<file path="src/rtl/clock_set_ctrl.sv">
// clock_set_ctrl: button-driven HH:MM:SS edit session with shadow registers, load strobe, blink and idle timeout.
// Define CLOCK_SET_AUTOREPEAT_EN to add hold-to-repeat stepping on inc/dec.
module clock_set_ctrl #(
    parameter int unsigned TIMEOUT_S     = 30,
    parameter int unsigned REPEAT_DELAY  = 25_000_000,
    parameter int unsigned REPEAT_PERIOD = 5_000_000
) (
    input  logic       clk,
    input  logic       reset,
    input  logic       tick_1hz,
    input  logic       btn_mode,
    input  logic       btn_inc,
    input  logic       btn_dec,
    input  logic [4:0] cur_hour,
    input  logic [5:0] cur_min,
    input  logic [5:0] cur_sec,
    output logic [4:0] set_hour,
    output logic [5:0] set_min,
    output logic [5:0] set_sec,
    output logic       load,
    output logic [1:0] mode,
    output logic       blink
);
    typedef enum logic [1:0] {RUN = 2'd0, SET_HOUR = 2'd1, SET_MIN = 2'd2, SET_SEC = 2'd3} state_t;
    localparam int IW = $clog2(TIMEOUT_S + 1);
    if (TIMEOUT_S == 0 || REPEAT_PERIOD == 0 || REPEAT_PERIOD > REPEAT_DELAY) begin : g_param_check
        $error("clock_set_ctrl: invalid TIMEOUT_S/REPEAT_* parameters");
    end
    state_t        mode_q, mode_d;
    logic [4:0]    hour_q, hour_d;
    logic [5:0]    min_q, min_d, sec_q, sec_d;
    logic          load_q, load_d, blink_q, blink_d;
    logic [IW-1:0] idle_q, idle_d;
    logic [2:0]    prev_q;
    logic          mode_p, inc_p, dec_p, rep_up, rep_dn, up, dn, act, timeout;
    assign mode_p  = btn_mode & ~prev_q[2];
    assign inc_p   = btn_inc & ~prev_q[1];
    assign dec_p   = btn_dec & ~prev_q[0];
    assign up      = (inc_p | rep_up) & ~(dec_p | rep_dn);
    assign dn      = (dec_p | rep_dn) & ~(inc_p | rep_up);
    assign act     = mode_p | inc_p | dec_p | rep_up | rep_dn;
    assign timeout = (mode_q != RUN) & ~act & tick_1hz & (idle_q == IW'(TIMEOUT_S - 1));
`ifdef CLOCK_SET_AUTOREPEAT_EN
    localparam int RW = $clog2(REPEAT_DELAY + 1);
    logic [RW-1:0] rep_q, rep_d;
    logic          rep_fire;
    // rep_q counts prior held cycles; after a step it reloads so the next step lands REPEAT_PERIOD later
    always_comb begin
        rep_fire = (rep_q == RW'(REPEAT_DELAY));
        rep_d    = (mode_q == RUN || mode_p || timeout || !(btn_inc | btn_dec)) ? '0 :
                   rep_fire ? RW'(REPEAT_DELAY - REPEAT_PERIOD + 1) : rep_q + 1'b1;
    end
    assign rep_up = rep_fire & btn_inc;
    assign rep_dn = rep_fire & btn_dec;
    always_ff @(posedge clk) begin
        if (reset) rep_q <= '0;
        else       rep_q <= rep_d;
    end
`else
    assign rep_up = 1'b0;
    assign rep_dn = 1'b0;
`endif
    always_comb begin
        mode_d  = mode_q;
        hour_d  = hour_q;
        min_d   = min_q;
        sec_d   = sec_q;
        load_d  = 1'b0;
        blink_d = blink_q;
        idle_d  = idle_q;
        if (mode_q == RUN) begin
            hour_d  = cur_hour;
            min_d   = cur_min;
            sec_d   = cur_sec;
            idle_d  = '0;
            blink_d = mode_p;
            mode_d  = mode_p ? SET_HOUR : RUN;
        end else if (mode_p) begin
            mode_d  = state_t'(mode_q + 2'd1);
            load_d  = (mode_q == SET_SEC);
            blink_d = (mode_q != SET_SEC);
            idle_d  = '0;
        end else if (timeout) begin
            mode_d  = RUN;
            blink_d = 1'b0;
            idle_d  = '0;
        end else begin
            idle_d  = act ? '0 : idle_q + IW'(tick_1hz);
            blink_d = blink_q ^ tick_1hz;
            hour_d  = (mode_q != SET_HOUR) ? hour_q :
                      up ? ((hour_q == 5'd23) ? 5'd0 : hour_q + 5'd1) :
                      dn ? ((hour_q == 5'd0) ? 5'd23 : hour_q - 5'd1) : hour_q;
            min_d   = (mode_q != SET_MIN) ? min_q :
                      up ? ((min_q == 6'd59) ? 6'd0 : min_q + 6'd1) :
                      dn ? ((min_q == 6'd0) ? 6'd59 : min_q - 6'd1) : min_q;
            sec_d   = (mode_q != SET_SEC) ? sec_q :
                      up ? ((sec_q == 6'd59) ? 6'd0 : sec_q + 6'd1) :
                      dn ? ((sec_q == 6'd0) ? 6'd59 : sec_q - 6'd1) : sec_q;
        end
    end
    always_ff @(posedge clk) begin
        if (reset) begin
            mode_q  <= RUN;
            hour_q  <= '0;
            min_q   <= '0;
            sec_q   <= '0;
            load_q  <= 1'b0;
            blink_q <= 1'b0;
            idle_q  <= '0;
            prev_q  <= 3'b111;
        end else begin
            mode_q  <= mode_d;
            hour_q  <= hour_d;
            min_q   <= min_d;
            sec_q   <= sec_d;
            load_q  <= load_d;
            blink_q <= blink_d;
            idle_q  <= idle_d;
            prev_q  <= {btn_mode, btn_inc, btn_dec};
        end
    end
    assign set_hour = hour_q;
    assign set_min  = min_q;
    assign set_sec  = sec_q;
    assign load     = load_q;
    assign mode     = mode_q;
    assign blink    = blink_q;
endmodule
</file>
<file path="config.mk">
export PLATFORM = sky130hd
export DESIGN_NAME = clock_set_ctrl
export DESIGN_NICKNAME = d
export VERILOG_FILES = /design/src/rtl/clock_set_ctrl.sv
export SDC_FILE = /design/constraint.sdc
export NUM_CORES = 1
export LEC_CHECK = 0
export BUFFER_PORTS_ARGS = -buffer_cell sky130_fd_sc_hd__buf_2
export CAP_MARGIN = 20
export CORE_MARGIN = 2
export CORE_UTILIZATION = 55
export CTS_CLUSTER_SIZE = 16
export DETAILED_ROUTE_END_ITERATION = 12
export GPL_ROUTABILITY_DRIVEN = 1
export GPL_TIMING_DRIVEN = 0
export PLACE_DENSITY = 0.85
export SYNTH_ARGS = -nofsm -noshare
export SYNTH_HDL_FRONTEND = slang
export SYNTH_SLANG_ARGS = --single-unit
</file>
<file path="constraint.sdc">
create_clock -name clk -period 2.9 [get_ports clk]
set_input_delay 0.58 -clock clk [delete_from_list [all_inputs] [get_ports clk]]
set_output_delay 0.58 -clock clk [all_outputs]
set_load 0.02 [all_outputs]
</file>
==> Implementation_results.wiki, run 1 <==
{| class="wikitable"
! Metric !! Value
|-
| Total Wirelength || 5.228 mm
|-
| Status || finished clean
|-
| Slew @ Worst Pin || 634.3 ps
|-
| GRT overflow || 0
|-
| Sequential fraction of design power || 42.4%
|-
| Antenna violations before repair || 0
|-
| Die Area || 4454 um^2
|-
| Rel. slew slack || 57.71%
|-
| Period minus WS final || 2272 ps
|-
| Launch point of the worst hold path || btn_mode
|-
| First-pass iteration count of the detailed router || 4
|-
| Signed area change from the synthesized netlist to the final layout || 16.71%
|-
| TritonCTS clock tree || built
|-
| Clk pin slew, worst setup/hold paths || 70 ps
|-
| Share of post-route cells with drive strength above 1 || 22.22%
|-
| Synth area leader || dfxtp_1
|-
| Ys async rst share || 0%
|-
| Vias || 2,196
|-
| Switching share of power || 33.33%
|-
| Setup repair after global routing missed its margin || no
|-
| Internal cell power || 0.0006940 W
|-
| Final clock skew || 7.340 ps
|-
| Most frequently used cell type in the post-synthesis netlist || dfxtp_1
|-
| Maximum capacitance violations || 0
|-
| Power per cell area || 412.1 nW/um^2
|-
| Pin count of the biggest net entering global routing || 11
|-
| Ports placed on the boundary || 44
|-
| Post-route fraction of the period consumed by the critical path || 78.35%
|-
| Leakage power || 1.033 nW
|-
| Leading post-synthesis cells by cell area || dfxtp_1 (27%), ha_1 (8.7%), nor2_1 (4.0%)
|-
| Flop-to-flop setup slack || 730 ps
|-
| Hold_buf cts || 0
|-
| Horiz. Die Dim || 66.74 um
|-
| Number of hold violations in the final report || 0
|-
| Weighted congestion at the end of routability-driven global placement || 0.8534
|-
| Final-stage net count || 361
|-
| Final Slew Violations || 0
|-
| Top-area cell type share of the netlist area || 26.82%
|-
| Number of global-route vias before repair || 1,977
|-
| Resize count post-CTS || 0
|-
| Type of the worst min-delay path || primary input to flip-flop
|-
| Worst skew pair latency || 290 ps
|-
| Final design instance area without fill || 2526 um^2
|-
| Worst endpoint required time || 3070 ps
|-
| Total of fill cells in the finished design || 329
|-
| Count of flip-flops with a built-in enable after synthesis || 0
|-
| Startpoint of the most critical register-to-register path || prev_q[0]
|-
| H-tree level count || 2
|-
| Total of flip-flops plus latches after synthesis || 29
|-
| Worst Hold Path Cells || 2
|-
| Total setup violations reported at the end of the flow || 0
|-
| Critical Path End Type || flip-flop
|-
| Average detailed-routed wire length per instance || 14.05 um
|-
| Max Fclk || 440.1 MHz
|-
| CTS sink cnt || 29
|-
| Total half-perimeter wirelength after legalization and detailed placement || 3.789 mm
|-
| Total routing resource utilization after global routing || 25.76%
|-
| Drt initial violations || 186
|-
| Startpoint Class || primary input
|-
| Instance count of the mapped netlist || 273
|-
| Clk network pwr share || 31.8%
|-
| Top cells by instance count after synthesis || dfxtp_1 (29), nor2_1 (23), inv_1 (19)
|-
| Synthesized netlist net count || 311
|-
| Num CTS Buffers || 5
|-
| Setup Crit Path Kind || primary input to flip-flop
|-
| Aggregate negative setup slack || 0 ps
|-
| Wire length of the first global-routing pass || 8.756 mm
|-
| NetSw || 0.0003470 W
|-
| Row count || 22
|-
| Worst Hold End || prev_q[2]
|-
| Detail Route Antenna Nets || 0
|-
| Avg Synthesized Cell Area || 7.929 um^2
|-
| Ys Warns || 0
|-
| Core area || 3716 um^2
|-
| Count of unique library cells instantiated by Yosys || 53
|-
| Portion of total power attributed to combinational logic || 25.8%
|-
| Sequential fraction of the synthesis area || 26.82%
|-
| Deepest clock path buffer count || 2
|-
| Setup repair bufs after CTS || 0
|-
| Antenna Diode Count || 0
|-
| Mean number of vias per cell || 5.903
|-
| Initial core utilization || 58.25%
|-
| Count of cells along the worst register-to-register path || 8
|-
| Count of unresolved DRC violations after routing || 0
|-
| Cell chosen for the clock root || clkbuf_8
|-
| Cell area after synthesis || 2165 um^2
|-
| Vertical die dimension || 66.74 um
|-
| Prevailing post-synth register cell || dfxtp_1
|-
| I/O Buffers || 43
|-
| FF-to-FF End || set_sec[2]
|-
| Critical path data arrival time || 2450 ps
|-
| Placed standard-cell area || 2440 um^2
|-
| IR Drop Worst-Case VDD || 230.1 uV
|-
| Crit Path Max Fanout || 10
|}
[flip-flops by register name (all words and copies together), names as in the netlist]
register / count
mode: 2
set_hour: 5
set_sec: 6
prev_q: 3
load: 1
blink: 1
idle_q: 5
set_min: 6
[worst max path at each step]
stage / from / to / slack (ps) / cells past startpoint
floorplan: btn_dec / set_min[3] / 730 / 8
global placement: btn_dec / set_sec[2] / 370 / 9
detailed placement: btn_dec / set_sec[2] / 330 / 9
CTS: btn_dec / set_sec[2] / 620 / 9
global route: btn_dec / set_sec[2] / 470 / 9
finish: btn_dec / set_sec[2] / 630 / 9
[stage by stage]
step	util [%]	hold slack, ps	cells	power, W	setup slack (ps)
after floorplan	-	479.3	273	0.0006408	729.1
after global placement	65.66	498.7	364	0.0007073	365.3
after detailed placement	65.66	508.5	364	0.0007138	330.0
after CTS	67.98	488.1	372	0.001043	621.5
after global routing	67.98	494.2	372	0.001098	470.4
final	67.98	490.0	372	0.001041	627.7
[power by group through the flow]
stage,Combinational [W],Sequential (W),Clock [W]
2_1_floorplan,0.000171,0.000470,0
3_3_place_gp,0.000259,0.000448,0
3_5_place_dp,0.000264,0.000450,0
4_1_cts,0.000267,0.000441,0.000336
5_1_grt,0.000298,0.000443,0.000356
6_report,0.000269,0.000441,0.000331
[metal layers]
metal | global-route usage [%] | wire length (um)
met5 | 0 | 0
met4 | 9.184 | 93
met3 | 6.419 | 426
met2 | 42.88 | 2428
met1 | 32.09 | 2280
[cell usage in the layout, fill, tap and decap left out, types with 3 or more instances in the layout]
| cell type | instances |
|---|---|
| dfxtp_1 | 29 |
| clkbuf_8 | 5 |
| xor2_1 | 9 |
| a21oi_1 | 16 |
| nand3_1 | 12 |
| o31ai_1 | 3 |
| clkbuf_1 | 15 |
| or2_2 | 3 |
| a22oi_1 | 3 |
| nor2b_1 | 8 |
| nand4b_1 | 3 |
| a21o_1 | 3 |
| inv_1 | 19 |
| a31oi_1 | 7 |
| ha_1 | 15 |
| o21ai_0 | 12 |
| nand2_1 | 14 |
| a311oi_1 | 3 |
| buf_2 | 46 |
| nor2_1 | 23 |
| o211ai_1 | 5 |
| a211oi_1 | 5 |
| nor3_1 | 14 |
| xnor2_1 | 6 |
[cell type report]
type / count / area (um^2) / area share [%]
multi-input combinational: 204 / 1411 / 55.87
sequential: 29 / 580.6 / 22.98
timing repair buffer: 43 / 215.2 / 8.519
buffer: 21 / 101.3 / 4.012
inverter: 19 / 71.32 / 2.823
clock buffer: 5 / 68.82 / 2.724
tap: 48 / 60.06 / 2.377
clock inverter: 3 / 17.52 / 0.6934
[logic make-up after synthesis]
logic type | Yosys count | synth area share (%)
AO/OA/AOI/OAI | 79 | 27.00
XOR/XNOR | 15 | 6.070
adder cells (fa/ha/maj) | 15 | 8.671
buffers and inverters | 40 | 7.977
flip-flops | 29 | 26.82
multiplexers | 1 | 0.5202
AND/OR/NAND/NOR | 94 | 22.95
[worst max-delay path: stages]
cell and delay (ps):
buf_2 80, nor2b_1 210, inv_1 70, ha_1 250, clkbuf_1 270, a21oi_1 320, o21ai_0 140, and3_1 180
o41ai_1 340
(Power assumes the default switching activity.)
==> run 2: changes to the inputs <==
==> constraint.sdc (replaced) <==
create_clock -name clk -period 2.3 [get_ports clk]
set_input_delay 0.46 -clock clk [delete_from_list [all_inputs] [get_ports clk]]
set_output_delay 0.46 -clock clk [all_outputs]
set_load 0.02 [all_outputs]
==> run 2 against run 1 <==
  * Clock skew barely moved
  * Clock-buffer cell count did not move
  * Clock power rose by 27%
  * Critical path depth fell by 1
  * Utilization rose by 0.10 points
  * Die area did not move
  * Largest cell class unchanged
  * Largest power group unchanged
  * Highest routed layer unchanged
==> Implementation_results.wiki, run 2 (synthesis results as in run 1) <==
{| class="wikitable"
! Metric !! Value
|-
| Num CTS Buffers || 5 (unchanged)
|-
| Vias || 2,209 (+0.59%)
|-
| Setup repair after global routing missed its margin || no
|-
| Die Area || 4454 um^2 (unchanged)
|-
| Number of global-route vias before repair || 1,977 (unchanged)
|-
| Mean number of vias per cell || 5.938 (+0.59%)
|-
| Number of hold violations in the final report || 0 (unchanged)
|-
| Worst skew pair latency || 290 ps (about the same)
|-
| Horiz. Die Dim || 66.74 um (unchanged)
|-
| H-tree level count || 2 (unchanged)
|-
| Clk pin slew, worst setup/hold paths || 70 ps (about the same)
|-
| Wire length of the first global-routing pass || 8.756 mm (unchanged)
|-
| Total routing resource utilization after global routing || 25.76% (unchanged)
|-
| Family of cells with the greatest summed delay on the critical path || compound AO/OA/AOI/OAI gates
|-
| Power per cell area || 521.2 nW/um^2 (+26%)
|-
| Post-route worst hold slack || 369.1 ps (-120.9 ps)
|-
| Ports placed on the boundary || 44 (unchanged)
|-
| Vertical die dimension || 66.74 um (unchanged)
|-
| Final-stage net count || 361 (unchanged)
|-
| Drt initial violations || 205 (+10%)
|-
| Total setup violations reported at the end of the flow || 0 (unchanged)
|-
| Signed area change from the synthesized netlist to the final layout || 16.88%
|-
| Total half-perimeter wirelength after legalization and detailed placement || 3.789 mm (unchanged)
|-
| Initial core utilization || 58.25% (unchanged)
|-
| Count of unresolved DRC violations after routing || 0 (unchanged)
|-
| Pin count of the biggest net entering global routing || 11 (unchanged)
|-
| Post-route fraction of the period consumed by the critical path || 89.98%
|-
| Total Wirelength || 5.295 mm (+1.3%)
|-
| Deepest clock path buffer count || 2 (unchanged)
|-
| Final clock skew || 7.768 ps (+0.4278 ps)
|-
| Status || finished clean
|-
| GRT overflow || 0 (unchanged)
|-
| Maximum capacitance violations || 0 (unchanged)
|-
| Cell chosen for the clock root || clkbuf_8
|-
| Final Slew Violations || 0 (unchanged)
|-
| Core area || 3716 um^2 (unchanged)
|-
| Period minus WS final || 2070 ps
|-
| Crit Path Max Fanout || 10 (unchanged)
|-
| Leakage power || 1.034 nW (about the same)
|-
| Row count || 22 (unchanged)
|-
| Commonest cells after routing, fill and taps aside || buf_2 (46), dfxtp_1 (29), nor2_1 (23)
|-
| Weighted congestion at the end of routability-driven global placement || 0.8534 (unchanged)
|-
| WP buf/inv || 2 (-1)
|-
| Cell Count, Final, Fillers Out || 372 (unchanged)
|-
| Share of post-route cells with drive strength above 1 || 22.53% (+0.31 points)
|-
| TritonCTS clock tree || built
|-
| Worst endpoint required time || 2470 ps (-600 ps)
|-
| Delay of the slowest cell on the worst path || 340 ps (about the same)
|-
| IR Drop Worst-Case VDD || 290.7 uV (+26%)
|-
| Slew @ Worst Pin || 607.2 ps (-27.12 ps)
|-
| Commonest non-fill, non-tap cell in the layout || buf_2
|-
| Max Fclk || 483.2 MHz
|-
| Critical path's slowest cell || o41ai_1
|-
| Critical path cell sequence || nor2b_1, inv_1, ha_1, clkbuf_1, a21oi_2, o21ai_0, and3_1, o41ai_1
|-
| CTS sink cnt || 29 (unchanged)
|-
| Aggregate negative setup slack || 0 ps (unchanged)
|-
| Overall power of the completed layout || 0.001319 W (+27%)
|-
| Antenna Diode Count || 0 (unchanged)
|-
| Antenna violations before repair || 0 (unchanged)
|-
| Setup Crit Path Kind || flip-flop to flip-flop
|-
| I/O Buffers || 43 (unchanged)
|-
| Critical path data arrival time || 2240 ps (-210 ps)
|-
| Rel. slew slack || 59.52% (+1.8 points)
|-
| Type of the worst min-delay path || primary input to flip-flop
|-
| Critical Path End Type || flip-flop
|-
| Detail Route Antenna Nets || 0 (unchanged)
|-
| Startpoint Class || flip-flop
|-
| Number of cells after detailed placement || 364 (unchanged)
|-
| Average detailed-routed wire length per instance || 14.23 um (+1.3%)
|-
| First-pass iteration count of the detailed router || 4 (unchanged)
|}
[run 2: changes by cell type in the layout (fill, tap and decap cells not counted)]
cell | before | now
a21oi_1 | 16 | 15
a21oi_2 | 1 | 2
[run 2: per-layer routing]
metal / wire (um) / global-route usage, %
met5: 0 / 0
met4: 101 / 9.184
met3: 392 / 6.419
met2: 2476 / 42.88
met1: 2324 / 32.09
[run 2: worst paths after layout]
path	cells past startpoint	to	start	slack, ps
min reg2reg	2	idle_q[4]	idle_q[4]	530
max reg2reg	8	set_sec[2]	prev_q[0]	230
min	2	prev_q[2]	btn_mode	370
max	8	set_sec[2]	prev_q[0]	230
[run 2: cell type report]
cell class,instances,area [um^2]
Multi-Input combinational cell,204,1415
Fill cell,328,1186
Sequential cell,29,580.6
Timing Repair Buffer,43,215.2
Buffer,21,101.3
Inverter,19,71.32
Clock buffer,5,68.82
Tap cell,48,60.06
Clock inverter,3,17.52
[run 2: worst reg2reg max path, cell delays in order (launching register included)]
cell	delay [ps]
dfxtp_1	300
nor2b_1	190
inv_1	70
ha_1	250
clkbuf_1	280
a21oi_2	250
o21ai_0	110
and3_1	170
o41ai_1	340
[run 2: what timing repair did]
action	CTS	global route
hold buffers	0	0
setup buffers	0	0
setup endpoints to repair	0	1
resized for setup	0	1
[run 2: stage by stage]
step / area (um^2) / worst slack [ps] / util [%]
3_5_place_dp: 2440 / -150.0 / 65.66
5_1_grt: 2530 / 47.01 / 68.08
4_1_cts: 2526 / 115.9 / 67.98
6_report: 2530 / 230.4 / 68.08
2_1_floorplan: 2165 / 249.1 / -
3_3_place_gp: 2440 / -114.7 / 65.66
[run 2: power by group]
group / total [W] / internal [W] / leakage, nW / switching [W]
registers: 0.000556 / 0.000529 / 0.239 / 0.0000266
clock network: 0.000421 / 0.000208 / 0.0439 / 0.000213
logic: 0.000342 / 0.000138 / 0.750 / 0.000204
total: 0.00132 / 0.000876 / 1.03 / 0.000443
==> run 3: changes to the inputs <==
--- a/config.mk
+++ b/config.mk
@@ -7,6 +7,7 @@
 export LEC_CHECK = 0
 export BUFFER_PORTS_ARGS = -buffer_cell sky130_fd_sc_hd__buf_2
 export CAP_MARGIN = 20
+export CORE_ASPECT_RATIO = 1.5
 export CORE_MARGIN = 2
 export CORE_UTILIZATION = 55
 export CTS_CLUSTER_SIZE = 16
==> run 3 against run 2 <==
  * Fmax up 1.0%
  * Via count up 1.2%
  * Wire length up 6.3%
  * Clock-buffer cell count up 1
  * Clock skew up 2.2 ps
  * Sequential share of layout area down 0.26 points
  * Design area up 1.1%
  * Register-to-register slack better by 20 ps
  * Worst hold slack better by 7.7 ps
  * Final cell count down 1.3%
  * Critical endpoint is now set_min[3]
  * Sequential power about the same
  * Global-route usage down 0.40 points
==> Implementation_results.wiki, run 3 (synthesis results as in run 1) <==
{| class="wikitable"
! Metric !! Value
|-
| Status || finished clean
|-
| Number of cells after detailed placement || 359 (-1.4%)
|-
| Slew @ Worst Pin || 581.0 ps (-26.17 ps)
|-
| Placed standard-cell area || 2434 um^2 (-0.26%)
|-
| Leakage power || 1.050 nW (+1.6%)
|-
| Startpoint Class || flip-flop
|-
| Area occupied by multi-input gates || 1415 um^2 (unchanged)
|-
| Num CTS Buffers || 5 (unchanged)
|-
| Deepest clock path buffer count || 2 (unchanged)
|-
| Storage element area || 580.6 um^2 (unchanged)
|-
| Flop-to-flop setup slack || 250 ps (+20 ps)
|-
| Max Fclk || 488.1 MHz (+1.0%)
|-
| Maximum capacitance violations || 0 (unchanged)
|-
| Setup Crit Path Kind || flip-flop to flip-flop
|-
| Commonest non-fill, non-tap cell in the layout || buf_2
|-
| Final-stage net count || 361 (unchanged)
|-
| Vias || 2,236 (+1.2%)
|-
| Length of routed met2 wiring || 2.955 mm (+19%)
|-
| Post-route worst hold slack || 376.8 ps (+7.674 ps)
|-
| Worst endpoint required time || 2460 ps (about the same)
|-
| Total Wirelength || 5.627 mm (+6.3%)
|-
| Power per cell area || 575.3 nW/um^2 (+10%)
|-
| Row count || 27 (+23%)
|-
| GRT overflow || 0 (unchanged)
|-
| Horiz. Die Dim || 55.22 um (-17%)
|-
| Critical path cell sequence || nor2b_1, inv_1, ha_1, nor2_1, a31oi_4, buf_6, a221oi_1, nor3_2
|-
| Met3 wire length || 233 um (-41%)
|-
| Critical path's slowest cell || nor2_1
|-
| Antenna violations before repair || 0 (unchanged)
|-
| Mean number of vias per cell || 6.093 (+2.6%)
|-
| Count of unresolved DRC violations after routing || 0 (unchanged)
|-
| Drt initial violations || 119 (-42%)
|-
| Aggregate negative setup slack || 0 ps (unchanged)
|-
| Final clock skew || 9.918 ps (+2.151 ps)
|-
| Detail Route Antenna Nets || 0 (unchanged)
|-
| Family of cells with the greatest summed delay on the critical path || simple AND/OR/NAND/NOR gates
|-
| Weighted congestion at the end of routability-driven global placement || 0.8526 (about the same)
|-
| Cell chosen for the clock root || clkbuf_8
|-
| Delay of the slowest cell on the worst path || 430 ps (+90 ps)
|-
| Clk pin slew, worst setup/hold paths || 70 ps (about the same)
|-
| Wire length of the first global-routing pass || 8.997 mm (+2.8%)
|-
| IR Drop Worst-Case VDD || 386.8 uV (+33%)
|-
| Antenna Diode Count || 0 (unchanged)
|-
| H-tree level count || 2 (unchanged)
|-
| Final design instance area without fill || 2559 um^2 (+1.1%)
|-
| Total setup violations reported at the end of the flow || 0 (unchanged)
|-
| Total routing resource utilization after global routing || 25.36% (-0.40 points)
|-
| First-pass iteration count of the detailed router || 4 (unchanged)
|-
| Hold_buf cts || 0 (unchanged)
|-
| Crit Path Max Fanout || 10 (unchanged)
|-
| Uppermost routed layer || met4
|-
| Launch point of the worst hold path || btn_dec
|-
| Signed area change from the synthesized netlist to the final layout || 18.21%
|-
| Number of global-route vias before repair || 2,068 (+4.6%)
|-
| Final Slew Violations || 0 (unchanged)
|-
| Die Area || 4464 um^2 (+0.23%)
|-
| CTS sink cnt || 29 (unchanged)
|-
| M1 wire length || 2.281 mm (-1.9%)
|-
| Initial core utilization || 58.25% (unchanged)
|-
| Share of post-route cells with drive strength above 1 || 22.84% (+0.31 points)
|-
| Critical path data arrival time || 2210 ps (-30 ps)
|-
| Cell Count, Final, Fillers Out || 367 (-1.3%)
|-
| Type of the worst min-delay path || primary input to flip-flop
|-
| Commonest cells after routing, fill and taps aside || buf_2 (46), dfxtp_1 (29), nor2_1 (23)
|-
| Total half-perimeter wirelength after legalization and detailed placement || 4.011 mm (+5.8%)
|-
| Startpoint of the most critical register-to-register path || prev_q[0]
|-
| Average detailed-routed wire length per instance || 15.33 um (+7.7%)
|-
| Period minus WS final || 2049 ps (-20.91 ps)
|-
| Worst skew pair latency || 290 ps (about the same)
|-
| Critical Path End Type || flip-flop
|-
| Ports placed on the boundary || 44 (unchanged)
|-
| Setup repair after global routing missed its margin || no
|-
| Rel. slew slack || 61.27% (+1.7 points)
|-
| Number of hold violations in the final report || 0 (unchanged)
|-
| WP buf/inv || 2 (unchanged)
|-
| Core area || 3716 um^2 (unchanged)
|-
| Post-route fraction of the period consumed by the critical path || 89.07% (-0.91 points)
|-
| TritonCTS clock tree || built
|-
| Critical path origin || prev_q[0]
|-
| Vertical die dimension || 80.84 um (+21%)
|-
| I/O Buffers || 43 (unchanged)
|-
| Total of fill cells in the finished design || 327 (-0.30%)
|-
| Setup repair bufs after CTS || 0 (unchanged)
|-
| Pin count of the biggest net entering global routing || 11 (unchanged)
|}
## run 3: changes by cell type in the layout (fill, tap and decap cells not counted), sizes merged
cell	previous run	this run
clkinv	2	0
bufinv	0	1
clkbuf	20	21
## run 3: layout make-up
| class | count | area share [%] |
|---|---|---|
| clock buffer | 6 | 3.227 |
| tap | 43 | 2.103 |
| multi-input combinational | 204 | 55.31 |
| inverter | 19 | 2.787 |
| buffer | 21 | 4.010 |
| timing repair buffer | 43 | 8.411 |
| sequential | 29 | 22.69 |
| clock inverter | 2 | 1.467 |
## run 3: routing by layer
layer	vias to the layer above	track usage (%)
li1	1095	-
met4	0	11.46
met1	1050	26.09
met2	73	48.57
met5	-	0
met3	18	5.573
## run 3: what timing repair did
item,CTS,global route
endpoints found under the hold margin,0,0
resized for setup,0,3
endpoints found under the setup margin,0,1
## run 3: worst paths after layout
check | end | cells after the start
hold / removal | prev_q[0] | 2
setup reg to reg | set_min[3] | 8
setup / recovery | set_min[3] | 8
hold reg to reg | set_hour[0] | 2
## run 3: stage by stage
step | setup slack [ps] | total power (W) | util (%)
after floorplan | 249.1 | 0.0008080 | -
after global placement | -68.85 | 0.0008911 | 65.49
after detailed placement | -99.65 | 0.0009018 | 65.49
after CTS | 131.2 | 0.001470 | 68.72
after global routing | 35.46 | 0.001539 | 68.86
final | 251.4 | 0.001472 | 68.86
## run 3: report_power, final
group          internal (W)  switching (W)  leakage, nW
Clock              0.000352       0.000216       0.0574
Combinational      0.000139       0.000209        0.754
Sequential         0.000529      0.0000262        0.239
Total               0.00102       0.000452         1.05
